File: src/rtl/communication_receive.sv
// communication_receive: serial frame receiver with one-entry holding register and valid/ack handshake.
// Optional even-parity checking is enabled by defining COMM_RECV_PARITY_EN.
module communication_receive #(
    parameter int DATA_W = 8
) (
    input  logic              clk1,
    input  logic              rst,
    input  logic              rd,
    input  logic              rec_en,
    input  logic              rec_ack,
    output logic [DATA_W-1:0] rec_data,
    output logic              rec_valid,
    output logic              parity_err,
    output logic              frame_err,
    output logic              overrun,
    output logic              finish_send
);
    localparam int CW = $clog2(DATA_W);

    typedef enum logic [1:0] {IDLE, DATA, PARITY, STOP} state_t;

    state_t            state;
    logic [CW-1:0]     cnt;
    logic [DATA_W-1:0] shift;
`ifdef COMM_RECV_PARITY_EN
    logic              x;
    logic              pbad;
`else
    assign parity_err = 1'b0;
`endif

    always_ff @(posedge clk1) begin
        if (rst) begin
            state       <= IDLE;
            cnt         <= '0;
            shift       <= '0;
            rec_data    <= '0;
            rec_valid   <= 1'b0;
            frame_err   <= 1'b0;
            overrun     <= 1'b0;
            finish_send <= 1'b0;
`ifdef COMM_RECV_PARITY_EN
            x           <= 1'b0;
            pbad        <= 1'b0;
            parity_err  <= 1'b0;
`endif
        end else begin
            finish_send <= rec_en && state == IDLE && !rec_valid;
            // a load in STOP below overrides this release
            if (rec_ack && rec_valid)
                rec_valid <= 1'b0;
            if (!rec_en)
                state <= IDLE;
            else
                case (state)
                    IDLE: if (!rd) begin
                        cnt   <= '0;
                        shift <= '0;
                        state <= DATA;
`ifdef COMM_RECV_PARITY_EN
                        x     <= 1'b0;
`endif
                    end
                    DATA: begin
                        shift[cnt] <= rd;
                        cnt        <= cnt + 1'b1;
                        state      <= cnt == CW'(DATA_W - 1) ? PARITY : DATA;
`ifdef COMM_RECV_PARITY_EN
                        x          <= x ^ rd;
`endif
                    end
                    PARITY: begin
                        state <= STOP;
`ifdef COMM_RECV_PARITY_EN
                        pbad  <= rd ^ x;
`endif
                    end
                    default: begin
                        state <= IDLE;
                        if (!rec_valid || rec_ack) begin
                            rec_data   <= shift;
                            rec_valid  <= 1'b1;
                            frame_err  <= !rd;
`ifdef COMM_RECV_PARITY_EN
                            parity_err <= pbad;
`endif
                        end else
                            overrun <= 1'b1;
                    end
                endcase
        end
    end
endmodule

File: config.mk
export PLATFORM = sky130hd
export DESIGN_NAME = communication_receive
export DESIGN_NICKNAME = d
export VERILOG_FILES = /design/src/rtl/communication_receive.sv
export SDC_FILE = /design/constraint.sdc
export NUM_CORES = 1
export LEC_CHECK = 0
export ABC_CLOCK_PERIOD_IN_PS = 2100
export CAP_MARGIN = 5
export CORE_AREA = 4 4 54 56
export CTS_BUF_LIST = sky130_fd_sc_hd__clkbuf_4
export DETAILED_ROUTE_END_ITERATION = 8
export DIE_AREA = 0 0 58 60
export PLACE_DENSITY = 0.72
export RECOVER_POWER = 50
export SLEW_MARGIN = 40
export SYNTH_ARGS = -nofsm -noshare
export SYNTH_HDL_FRONTEND = slang
export SYNTH_SLANG_ARGS = --single-unit
File: constraint.sdc
create_clock -name clk1 -period 2.1 [get_ports clk1]
set_input_delay 0.42 -clock clk1 [delete_from_list [all_inputs] [get_ports clk1]]
set_output_delay 0.42 -clock clk1 [all_outputs]
set_load 0.05 [all_outputs]
# Yosys cells after proc, flatten, opt, wreduce, memory -nomap -nowiden
# Cells that the tools add are included.
[classes]
n_mux = 14
order_cmp = 2
add_sub_neg = 1
bitwise = 3
eq_ne = 4
reduce_logical = 14
[op_table]
columns = ["operator", "n"]
rows = [
  ["case mux 8 bit (2 select lines)", 1],
  ["AND reduction 3 bit", 3],
  ["bitwise mux 8 bit", 1],
  ["2-to-1 mux 8 bit", 1],
  ["case mux 2 bit (3 select lines)", 1],
  ["case mux 3 bit (2 select lines)", 1],
  ["2-to-1 mux 1 bit", 5],
  ["logical AND 1 bit", 4],
  ["< comparator 3 x 4 -> 1 bit, second input constant", 1],
  ["2-to-1 mux 2 bit", 2],
  ["adder 3 x 1 -> 3 bit, second input constant", 1],
  ["demux 1 bit (select 3 bit)", 1],
  ["== test 3 bit, second input constant", 1],
  ["greater-or-equal comparator 3 x 1 -> 1 bit, second input constant", 1],
  ["2-to-1 mux 3 bit", 1],
  ["NOT 1 bit", 3],
  ["OR reduction 3 bit", 1],
  ["== test 2 x 1 -> 1 bit, second input constant", 1],
  ["== test 2 bit, second input constant", 1],
  ["zero test 1 bit", 2],
  ["zero test 2 bit", 1],
  ["inequality test 2 bit, second input constant", 1],
  ["nonzero test 2 bit", 1],
  ["OR reduction 2 bit", 1],
  ["logical OR 1 bit", 1],
]
[word_totals]
in_bits = 5
output_inout_bits = 13
register_bits = 25
wordCells = 46

# Depth between registers and ports, before layout
# Gate-level depths: netlist (run 1).
[logic_depth]
depth_word = 6
mapped_depth = 5
ltp_nobuf = 5

# Least setup slack after synthesis (run 1)
# Ideal clock, no wire load.
[synth_path]
path_kind = "reg2reg"
startpoint = "register rec_valid"
endpoint = "register rec_data[5]"
stages_incl_launch_ff = 4
required_time_ps = 2030
arrival_ps = 1270
path_slack_ps = 759
synth_period_minus_slack_ps = 1341
setup_time_ps = 70
n_path_buf = 0
cell_sequence = "dfxtp_1 -> nor2b_1 -> o21ai_0 -> a21oi_1"
[synth_between]
elab_chain_len = 3
[synth_lines]
columns = ["element", "line", "rtl"]
rows = [
  ["start, declared", "12", "output logic rec_valid,"],
  ["start signal, assigned", "38", "rec_valid <= 1'b0;"],
  ["start signal, assigned", "51", "rec_valid <= 1'b0;"],
  ["start signal, assigned", "82", "rec_valid <= 1'b1;"],
  ["zero test 1 bit", "80", "if (!rec_valid || rec_ack) begin"],
  ["logical OR 1 bit", "80", ""],
  ["AND reduction 3 bit (no line)", "--", ""],
  ["end signal, assigned", "81", "rec_data <= shift;"],
  ["end, declared", "11", "output logic [DATA_W-1:0] rec_data,"],
]
# No other way between the ends.
# A chain may end at the register's enable or synchronous reset.

# Worst setup path after layout (run 1)
[layout_path]
startpoint = "register rec_valid"
endpoint = "output rec_valid"
# No word-level cell between the ends.

==> impl_results.md, run 1 <==
- Status: finished clean
- Metal-1 WL: 1174 microns
- Critical Path Source Type: flip-flop
- DRC viols: 0
- Iter 0 DRT Violations: 22
- Clock Tree Buf Depth: 2
- GR Util All Layers: 0.1583
- Post-route ant nets: 0
- Crit-path cells: clkdlybuf4s50_1
- TritonCTS clock tree: built
- WL per Instance: 13.82 microns
- Vias per std cell: 5.589
- Post-synth top area cell: dfxtp_1
- Most frequent cells in the layout: dfxtp_1 (25), a21oi_1 (15), clkdlybuf4s50_1 (14)
- Ys async rst share: 0
- Worst Skew: 0.003854 ns
- Dominant cells by area after synthesis: dfxtp_1 (43%), a21oi_1 (6.5%), o311ai_0 (6.0%)
- Worst vdd ir: 0.3399 mV
- Fin. Hold Viols: 0
- Post-synth EDFFs: 0
- Final wirelength: 2419 microns
- Most common cell after layout, fill and taps aside: dfxtp_1
- TritonCTS Sinks: 25
- Reg2Reg Depth: 4
- Setup violations, final: 0
- Max-cap check violation count: 0
- Max Used Layer: met4
- Antenna violations before repair: 0
- Hold Path Stages: 2
- Post-CTS sizing: 0
- # diodes: 0
- HP Start: rec_data[3]
- Area of the mapped netlist: 0.001160 sq mm
- CP peak stage delay: 0.82 ns
- CP max FO: 4
- Global route total overflow: 0
- Clk root buf: clkbuf_4
- FP Rows: 18
- RePlAce Congestion: 0.8128
- Clk slew on worst S/H paths: 0.13 ns
- Total vias in the final route: 978
- CP max stage cell: clkdlybuf4s50_1
- Largest net degree at the start of global routing: 15
- Tcrit/Tclk final: 0.9275
- Die width: 58 microns
- Post-DP HPWL: 1821 microns
- Synthesis warning total: 0
- Post-synth top flop: dfxtp_1
- Vias in the first global route: 958
- Initial core utilization: 0.4769
- Worst R2R Setup Slack: 0.65 ns
- Setup_tns: 0 ns
- Share of the synthesized area in the top cell type: 0.4315
- RR Startpoint: state[0]
- # Post-CTS Setup Buffers: 0
- Worst Tran Pin Value: 0.5363 ns
- Met2 WL: 1108 microns
- Max-slew violations: 0
- Yosys cell types: 28
- Crit end category: output port
- CTS hold repair buffers: 0
- CTS buffer count: 3
- Power density cells: 550.6 mW/mm^2
- Total power: 741.3 uW
- Post-Syn Area per Cell: 8.922 sq um
- Std-Cell Core Area: 0.002432 sq mm
- I/O Pins: 18
- Hold EP: rec_data[3]
- Final Critical Period: 1.948 ns
- Worst min-delay path category: flip-flop to flip-flop
- Crit Path Class: flip-flop to output port
- Chip Height: 60 microns
- Area added between synthesis and finish: 16.07%
- Worst skew pair latency: 0.31 ns
- WP buf/inv: 1
- Syn_nets: 137
- Met3 WL: 105 microns
- Cells after DPL: 171
- CP arrival: 1.53 ns
- NumNets Final: 153
- First-pass GRT wire length: 4340 microns
- Reg-to-reg endpoint: rec_data[4]
- CP Data Required Time: 1.68 ns
- Max_slew headroom: 0.6417
- RSZ-0062 raised after global routing: no
- Max Fclk: 513.4 MHz
- Post-Synthesis Cells: 130
- Synthesis-stage register bit count: 25
- Sequential share of the synthesized area: 0.4315
- Leak pwr: 0.0004327 uW
- Layout Cells excl Fill: 175
- TritonRoute pass-1 iters: 4
- Share of cells above drive strength 1: 0.05517
- Buffers on Ports: 16
- Critical path's top delay family: buffers and inverters
- CTS H-tree lvls: 1
- Die Area: 0.003480 sq mm
==> cell usage after synthesis (all sizes together) (4+ instances only) <==
cell type / count
nand2b: 11
o311ai: 8
a21oi: 15
nand2: 4
inv: 5
nand4: 4
buf: 6
o211ai: 4
nand3: 12
dfxtp: 25
o221ai: 4
o21ai: 11
nor2: 4
==> layout make-up <==
type	instances	area [sq um]
Sequential cell	25	500.5
Fill cell	239	1086
Inverter	5	18.77
Clock inverter	1	5.005
Clock buffer	3	22.52
Timing Repair Buffer	19	175.2
Multi-Input combinational cell	92	586.8
Tap cell	30	37.54
==> worst max path at each step <==
| stage | startpoint | end | cells past startpoint |
|---|---|---|---|
| 6_report | rec_valid | rec_valid | 1 |
| 5_1_grt | rec_valid | rec_valid | 1 |
| 4_1_cts | rec_valid | rec_valid | 1 |
| 3_5_place_dp | rec_en | rec_data[2] | 4 |
| 3_3_place_gp | rec_ack | frame_err | 4 |
| 2_1_floorplan | rec_valid | rec_data[5] | 3 |
==> report_power, final <==
group          internal, uW  switching [uW]  leakage (uW)
sequential              478            4.62      0.000202
clock                  71.0             138     0.0000177
combinational          18.5            31.2      0.000213
==> flip-flops by register name (all words and copies together) (netlist names) <==
signal       flops
rec_valid        1
state            2
rec_data         8
finish_send      1
overrun          1
shift            8
frame_err        1
cnt              3
==> per-layer routing <==
layer	GRT usage	vias up
met4	0.05298	0
li1	-	516
met2	0.2645	16
met1	0.2071	442
met3	0.02592	4
met5	0	-
==> kinds of logic after synthesis <==
group / after synthesis / share of synthesized area
flip-flops: 25 / 0.4315
other: 1 / 0.003233
multiplexers: 1 / 0.009708
AND/OR/NAND/NOR: 44 / 0.2265
AO/OA/AOI/OAI: 44 / 0.2481
adder cells (fa/ha/maj): 2 / 0.02157
buffers and inverters: 13 / 0.05933
==> stage by stage <==
stage | util | hold WS [ns] | worst slack, ns | area (sq um)
6_report | 0.5535 | 0.4811 | 0.1523 | 1346
5_1_grt | 0.5535 | 0.5098 | 0.09718 | 1346
4_1_cts | 0.5581 | 0.4851 | 0.1372 | 1358
3_5_place_dp | 0.5468 | 0.4536 | 0.3286 | 1330
3_3_place_gp | 0.5468 | 0.4508 | 0.3856 | 1330
2_1_floorplan | - | 0.4541 | 0.7595 | 1160
Power figures use the tool's default switching activity.
==> inputs of run 2 (changes only) <==
CELL_PAD_IN_SITES_DETAIL_PLACEMENT = 0   (was default)
CELL_PAD_IN_SITES_GLOBAL_PLACEMENT = 1   (was default)
CORE_AREA = 4 4 42 80   (was 4 4 54 56)
DIE_AREA = 0 0 46 84   (was 0 0 58 60)
PLACE_DENSITY = default   (was 0.72)
PLACE_DENSITY_LB_ADDON = 0.1   (was default)
==> run 2 against run 1 <==
Effect of this change:
- sequential power hardly changed
- final area grew 0.93%
- maximum frequency is 0.74% lower
- critical endpoint unchanged
- largest power group unchanged
- highest routed layer unchanged
==> impl_results.md, run 2 (synthesized netlist as in run 1, its figures left out) <==
- Status: finished clean
- Area of the multi-input gates: 586.8 sq um (unchanged)
- CP peak stage delay: 0.82 ns (about the same)
- DRC viols: 0 (unchanged)
- CP arrival: 1.54 ns (about the same)
- Critical Path Source Type: flip-flop
- Cell-internal power: 584.1 uW (+3.0%)
- WL per Instance: 14.65 microns (+6.0%)
- CTS buffer count: 3 (unchanged)
- First-pass GRT wire length: 4250 microns (-2.1%)
- Most common cell after layout, fill and taps aside: dfxtp_1
- Tcrit/Tclk final: 0.9344 (+0.006945)
- Clk slew on worst S/H paths: 0.13 ns (about the same)
- Vias in the first global route: 953 (-0.52%)
- Crit end category: output port
- Worst Skew: 0.004767 ns (+0.0009130 ns)
- Worst skew pair latency: 0.32 ns (about the same)
- CTS H-tree lvls: 1 (unchanged)
- Chip Height: 84 microns (+40%)
- Crit-path cells: clkdlybuf4s50_1
- Clk root buf: clkbuf_4
- Max-slew violations: 0 (unchanged)
- Cell Area, Placed: 0.001336 sq mm (+0.47%)
- Setup violations, final: 0 (unchanged)
- WP buf/inv: 1 (unchanged)
- Sw Share: 0.2330 (-0.002078)
- Leak pwr: 0.0004427 uW (+2.3%)
- Worst vdd ir: 0.2523 mV (-26%)
- Max_slew headroom: 0.6557 (+0.01395)
- CTS hold repair buffers: 0 (unchanged)
- RePlAce Congestion: 0.8379 (+3.1%)
- Initial core utilization: 0.4187 (-0.05815)
- FP Rows: 27 (+9)
- Share of cells above drive strength 1: 0.06849 (+0.01332)
- Setup_tns: 0 ns (unchanged)
- TritonRoute pass-1 iters: 4 (unchanged)
- Final Critical Period: 1.962 ns (+0.01459 ns)
- Post-DP HPWL: 1958 microns (+7.5%)
- CP max stage cell: clkdlybuf4s50_1
- Final instance area: 0.001359 sq mm (+0.93%)
- Fill cell count: 285 (+19%)
- Switching power: 177.4 uW (+1.8%)
- NumNets Final: 154 (+0.65%)
- RSZ-0062 raised after global routing: no
- Critical path's top delay family: buffers and inverters
- Vias per std cell: 5.863 (+4.9%)
- Worst slack, placed: 0.3459 ns (+0.01738 ns)
- Max-cap check violation count: 0 (unchanged)
- CP max FO: 4 (unchanged)
- Clock Tree Buf Depth: 2 (unchanged)
- # diodes: 0 (unchanged)
- Std-Cell Core Area: 0.002770 sq mm (+14%)
- Post-route ant nets: 0 (unchanged)
- Largest net degree at the start of global routing: 14 (-1)
- Power density cells: 560.4 mW/mm^2 (+1.8%)
- Die width: 46 microns (-21%)
- Max Fclk: 509.6 MHz (-0.74%)
- Combinational share of power: 0.068 (about the same)
- # Post-CTS Setup Buffers: 0 (unchanged)
- GR Util All Layers: 0.1434 (-0.01492)
- Worst min-delay path category: flip-flop to flip-flop
- Area added between synthesis and finish: 17.15%
- Final wirelength: 2563 microns (+6.0%)
- Antenna violations before repair: 0 (unchanged)
- Total vias in the final route: 1026 (+4.9%)
- Iter 0 DRT Violations: 25 (+14%)
- Final WS setup: 0.1377 ns (-0.01458 ns)
- Fin. Hold Viols: 0 (unchanged)
- Die Area: 0.003864 sq mm (+11%)
- I/O Pins: 18 (unchanged)
- Top Registers: rec_data x8, shift x8, cnt x3
- TritonCTS Sinks: 25 (unchanged)
- Flip-flop and latch area: 500.5 sq um (unchanged)
- TritonCTS clock tree: built
- Most frequent cells in the layout: dfxtp_1 (25), a21oi_1 (15), clkdlybuf4s50_1 (13)
- Global route total overflow: 0 (unchanged)
- Clk pwr share: 0.299 (+0.016)
- Buffers on Ports: 16 (unchanged)
- Worst Tran Pin Value: 0.5155 ns (-0.02089 ns)
- Crit Path Class: flip-flop to output port
- Post-CTS sizing: 0 (unchanged)
- Sequential Power Share: 0.633 (-0.017)
- CP Data Required Time: 1.68 ns (about the same)
[run 2: per-stage QoR]
step,total power (uW),std cells,hold WS (ns),util
2_1_floorplan,526.3,130,0.4541,-
3_3_place_gp,547.9,171,0.4522,0.4824
3_5_place_dp,547.5,171,0.4682,0.4824
4_1_cts,774.5,175,0.4891,0.4932
5_1_grt,802.7,175,0.5137,0.4905
6_report,761.5,175,0.4866,0.4905
[run 2: power groups by stage]
stage                     combinational (uW)  clock (uW)  sequential [uW]
after global routing                    55.7         264              483
after floorplan                         33.0           0              493
after CTS                               54.7         238              482
after detailed placement                54.9           0              493
final                                   52.0         227              482
after global placement                  55.1           0              493
[run 2: worst paths after layout]
check,cells past startpoint,startpoint,end,slack [ns]
hold reg to reg,2,rec_data[0],rec_data[0],0.49
setup / recovery,1,rec_valid,rec_valid,0.14
hold / removal,2,rec_data[0],rec_data[0],0.49
setup reg to reg,5,cnt[1],state[1],0.75
[run 2: area by class of cell]
| cell class | instances | area share |
|---|---|---|
| sequential | 25 | 0.3683 |
| multi-input combinational | 92 | 0.4319 |
| timing repair buffer | 20 | 0.1372 |
| inverter | 5 | 0.01381 |
| clock buffer | 4 | 0.02210 |
| tap | 29 | 0.02670 |
[run 2: per-layer routing]
metal  track usage  part of all wire  up-vias
li1              -                 -      514
met1        0.1678              0.40      480
met2        0.2450              0.54       28
met3       0.01296             0.037        4
met4       0.06477             0.016        0
met5             0                 0        -
==> inputs of run 3 (changes only) <==
CORE_AREA = 10 10 48 86   (was 4 4 42 80)
DIE_AREA = 0 0 58 96   (was 0 0 46 84)
SETUP_SLACK_MARGIN = 0.05   (was default)
==> run 3 against run 2 <==
Effect of this change:
- final area is 0.55% lower
- via count shrank 3.1%
- maximum frequency fell by 0.69%
- count of clock-buffer cells in the layout unchanged
- routed wire length increased by 1.8%
- worst hold slack worse by 0.0028 ns
- flip-flop and latch count unchanged
- highest routed layer unchanged
- combinational power decreased by 2%
- sequential share of layout area up 0.20 points
- first-iteration DRC count down 44%
- total power grew 0.65%
- critical path depth stayed put
==> impl_results.md, run 3 (synthesized netlist as in run 1, its figures left out) <==
- Top Registers: rec_data x8, shift x8, cnt x3
- Max_slew headroom: 0.6534 (-0.002215)
- Setup violations, final: 0 (unchanged)
- Largest net degree at the start of global routing: 14 (unchanged)
- WP buf/inv: 1 (unchanged)
- Clk slew on worst S/H paths: 0.14 ns (about the same)
- Buffers on Ports: 16 (unchanged)
- Most frequent cells in the layout: dfxtp_1 (25), a21oi_1 (15), clkdlybuf4s50_1 (13)
- Critical path's top delay family: buffers and inverters
- Std-Cell Core Area: 0.002770 sq mm (unchanged)
- CTS H-tree lvls: 1 (unchanged)
- Die width: 58 microns (+26%)
- Worst min-delay path category: flip-flop to flip-flop
- NumNets Final: 154 (unchanged)
- FP Rows: 27 (unchanged)
- Flip-flop and latch area: 500.5 sq um (unchanged)
- Fill cell count: 277 (-2.8%)
- CP arrival: 1.56 ns (+0.02 ns)
- First-pass GRT wire length: 4574 microns (+7.6%)
- Worst slack, placed: 0.3514 ns (+0.005464 ns)
- Cell-internal power: 584.0 uW (about the same)
- Clock Tree Buf Depth: 2 (unchanged)
- DRC viols: 0 (unchanged)
- Iter 0 DRT Violations: 14 (-44%)
- Vias in the first global route: 1030 (+8.1%)
- Post-CTS sizing: 0 (unchanged)
- Leak pwr: 0.0004351 uW (-1.7%)
- Max-cap check violation count: 0 (unchanged)
- Area of the multi-input gates: 583.1 sq um (-0.64%)
- Total power: 766.4 uW (+0.65%)
- Sw Share: 0.2380 (+0.005060)
- CP Data Required Time: 1.68 ns (about the same)
- Max-slew violations: 0 (unchanged)
- CP max FO: 4 (unchanged)
- CP max stage cell: clkdlybuf4s50_1
- Share of cells above drive strength 1: 0.06164 (-0.006849)
- Die Area: 0.005568 sq mm (+44%)
- Final Critical Period: 1.976 ns (+0.01355 ns)
- Crit end category: output port
- Most common cell after layout, fill and taps aside: dfxtp_1
- Area added between synthesis and finish: 16.51%
- Antenna violations before repair: 0 (unchanged)
- TritonCTS clock tree: built
- Power density cells: 567.2 mW/mm^2 (+1.2%)
- Setup_tns: 0 ns (unchanged)
- Fin. Hold Viols: 0 (unchanged)
- Initial core utilization: 0.4187 (unchanged)
- Worst vdd ir: 0.4265 mV (+69%)
- # diodes: 0 (unchanged)
- Critical Path Source Type: flip-flop
- Tcrit/Tclk final: 0.9409 (+0.006453)
- Crit Path Class: flip-flop to output port
- Chip Height: 96 microns (+14%)
- WL per Instance: 14.90 microns (+1.8%)
- TritonCTS Sinks: 25 (unchanged)
- Global route total overflow: 0 (unchanged)
- Total vias in the final route: 994 (-3.1%)
- I/O Pins: 18 (unchanged)
- Post-DP HPWL: 2047 microns (+4.6%)
- Switching power: 182.4 uW (+2.8%)
- Clk pwr share: 0.305 (+0.006)
- Crit-path cells: clkdlybuf4s50_1
- Final wirelength: 2608 microns (+1.8%)
- RSZ-0062 raised after global routing: no
- Worst Skew: 0.006024 ns (+0.001257 ns)
- Worst Tran Pin Value: 0.5179 ns (+0.002469 ns)
- RePlAce Congestion: 0.8393 (+0.17%)
- CTS buffer count: 3 (unchanged)
- Final WS setup: 0.1241 ns (-0.01355 ns)
- TritonRoute pass-1 iters: 4 (unchanged)
- Combinational share of power: 0.066 (-0.002)
- CP peak stage delay: 0.83 ns (about the same)
- Post-route ant nets: 0 (unchanged)
- Worst hold margin: 0.4838 ns (-0.002757 ns)
- Worst skew pair latency: 0.32 ns (about the same)
- Clk root buf: clkbuf_4
- Status: finished clean
- Vias per std cell: 5.680 (-3.1%)
- Max Fclk: 506.1 MHz (-0.69%)
- CTS hold repair buffers: 0 (unchanged)
- # Post-CTS Setup Buffers: 0 (unchanged)
- GR Util All Layers: 0.1006 (-0.04275)
- Sequential Power Share: 0.629 (-0.004)
-- run 3: per-layer routing --
layer | vias up | part of all wire | track usage
met5 | - | 0 | 0
met4 | 0 | 0.018 | 0.04528
met3 | 5 | 0.049 | 0.02770
met2 | 17 | 0.53 | 0.1879
met1 | 457 | 0.41 | 0.09825
li1 | 515 | - | -
-- run 3: area by class of cell --
type                            count  share of cell area
Sequential cell                    25              0.3704
Timing Repair Buffer               20              0.1352
Multi-Input combinational cell     92              0.4315
Clock buffer                        4             0.02222
Inverter                            5             0.01389
Tap cell                           29             0.02685
-- run 3: per-stage QoR --
step / cell area (sq um) / std cells / util
6_report: 1351 / 175 / 0.4878
4_1_cts: 1366 / 175 / 0.4932
5_1_grt: 1351 / 175 / 0.4878
2_1_floorplan: 1160 / 130 / -
3_3_place_gp: 1336 / 171 / 0.4824
3_5_place_dp: 1336 / 171 / 0.4824
-- run 3: power by group through the flow --
stage | logic [uW] | registers [uW] | clock network [uW]
final | 50.8 | 482 | 234
after global routing | 55.3 | 483 | 254
after CTS | 55.0 | 482 | 237
after detailed placement | 55.1 | 493 | 0
after global placement | 55.1 | 493 | 0
after floorplan | 33.0 | 493 | 0
-- run 3: path summary, 6_finish.rpt --
path,end,slack (ns),cells past startpoint,from
worst max-delay path,rec_valid,0.12,1,rec_valid
worst min-delay path,rec_data[1],0.48,2,rec_data[1]
worst max register to register,shift[6],0.59,3,state[0]
worst min register to register,rec_data[1],0.48,2,rec_data[1]
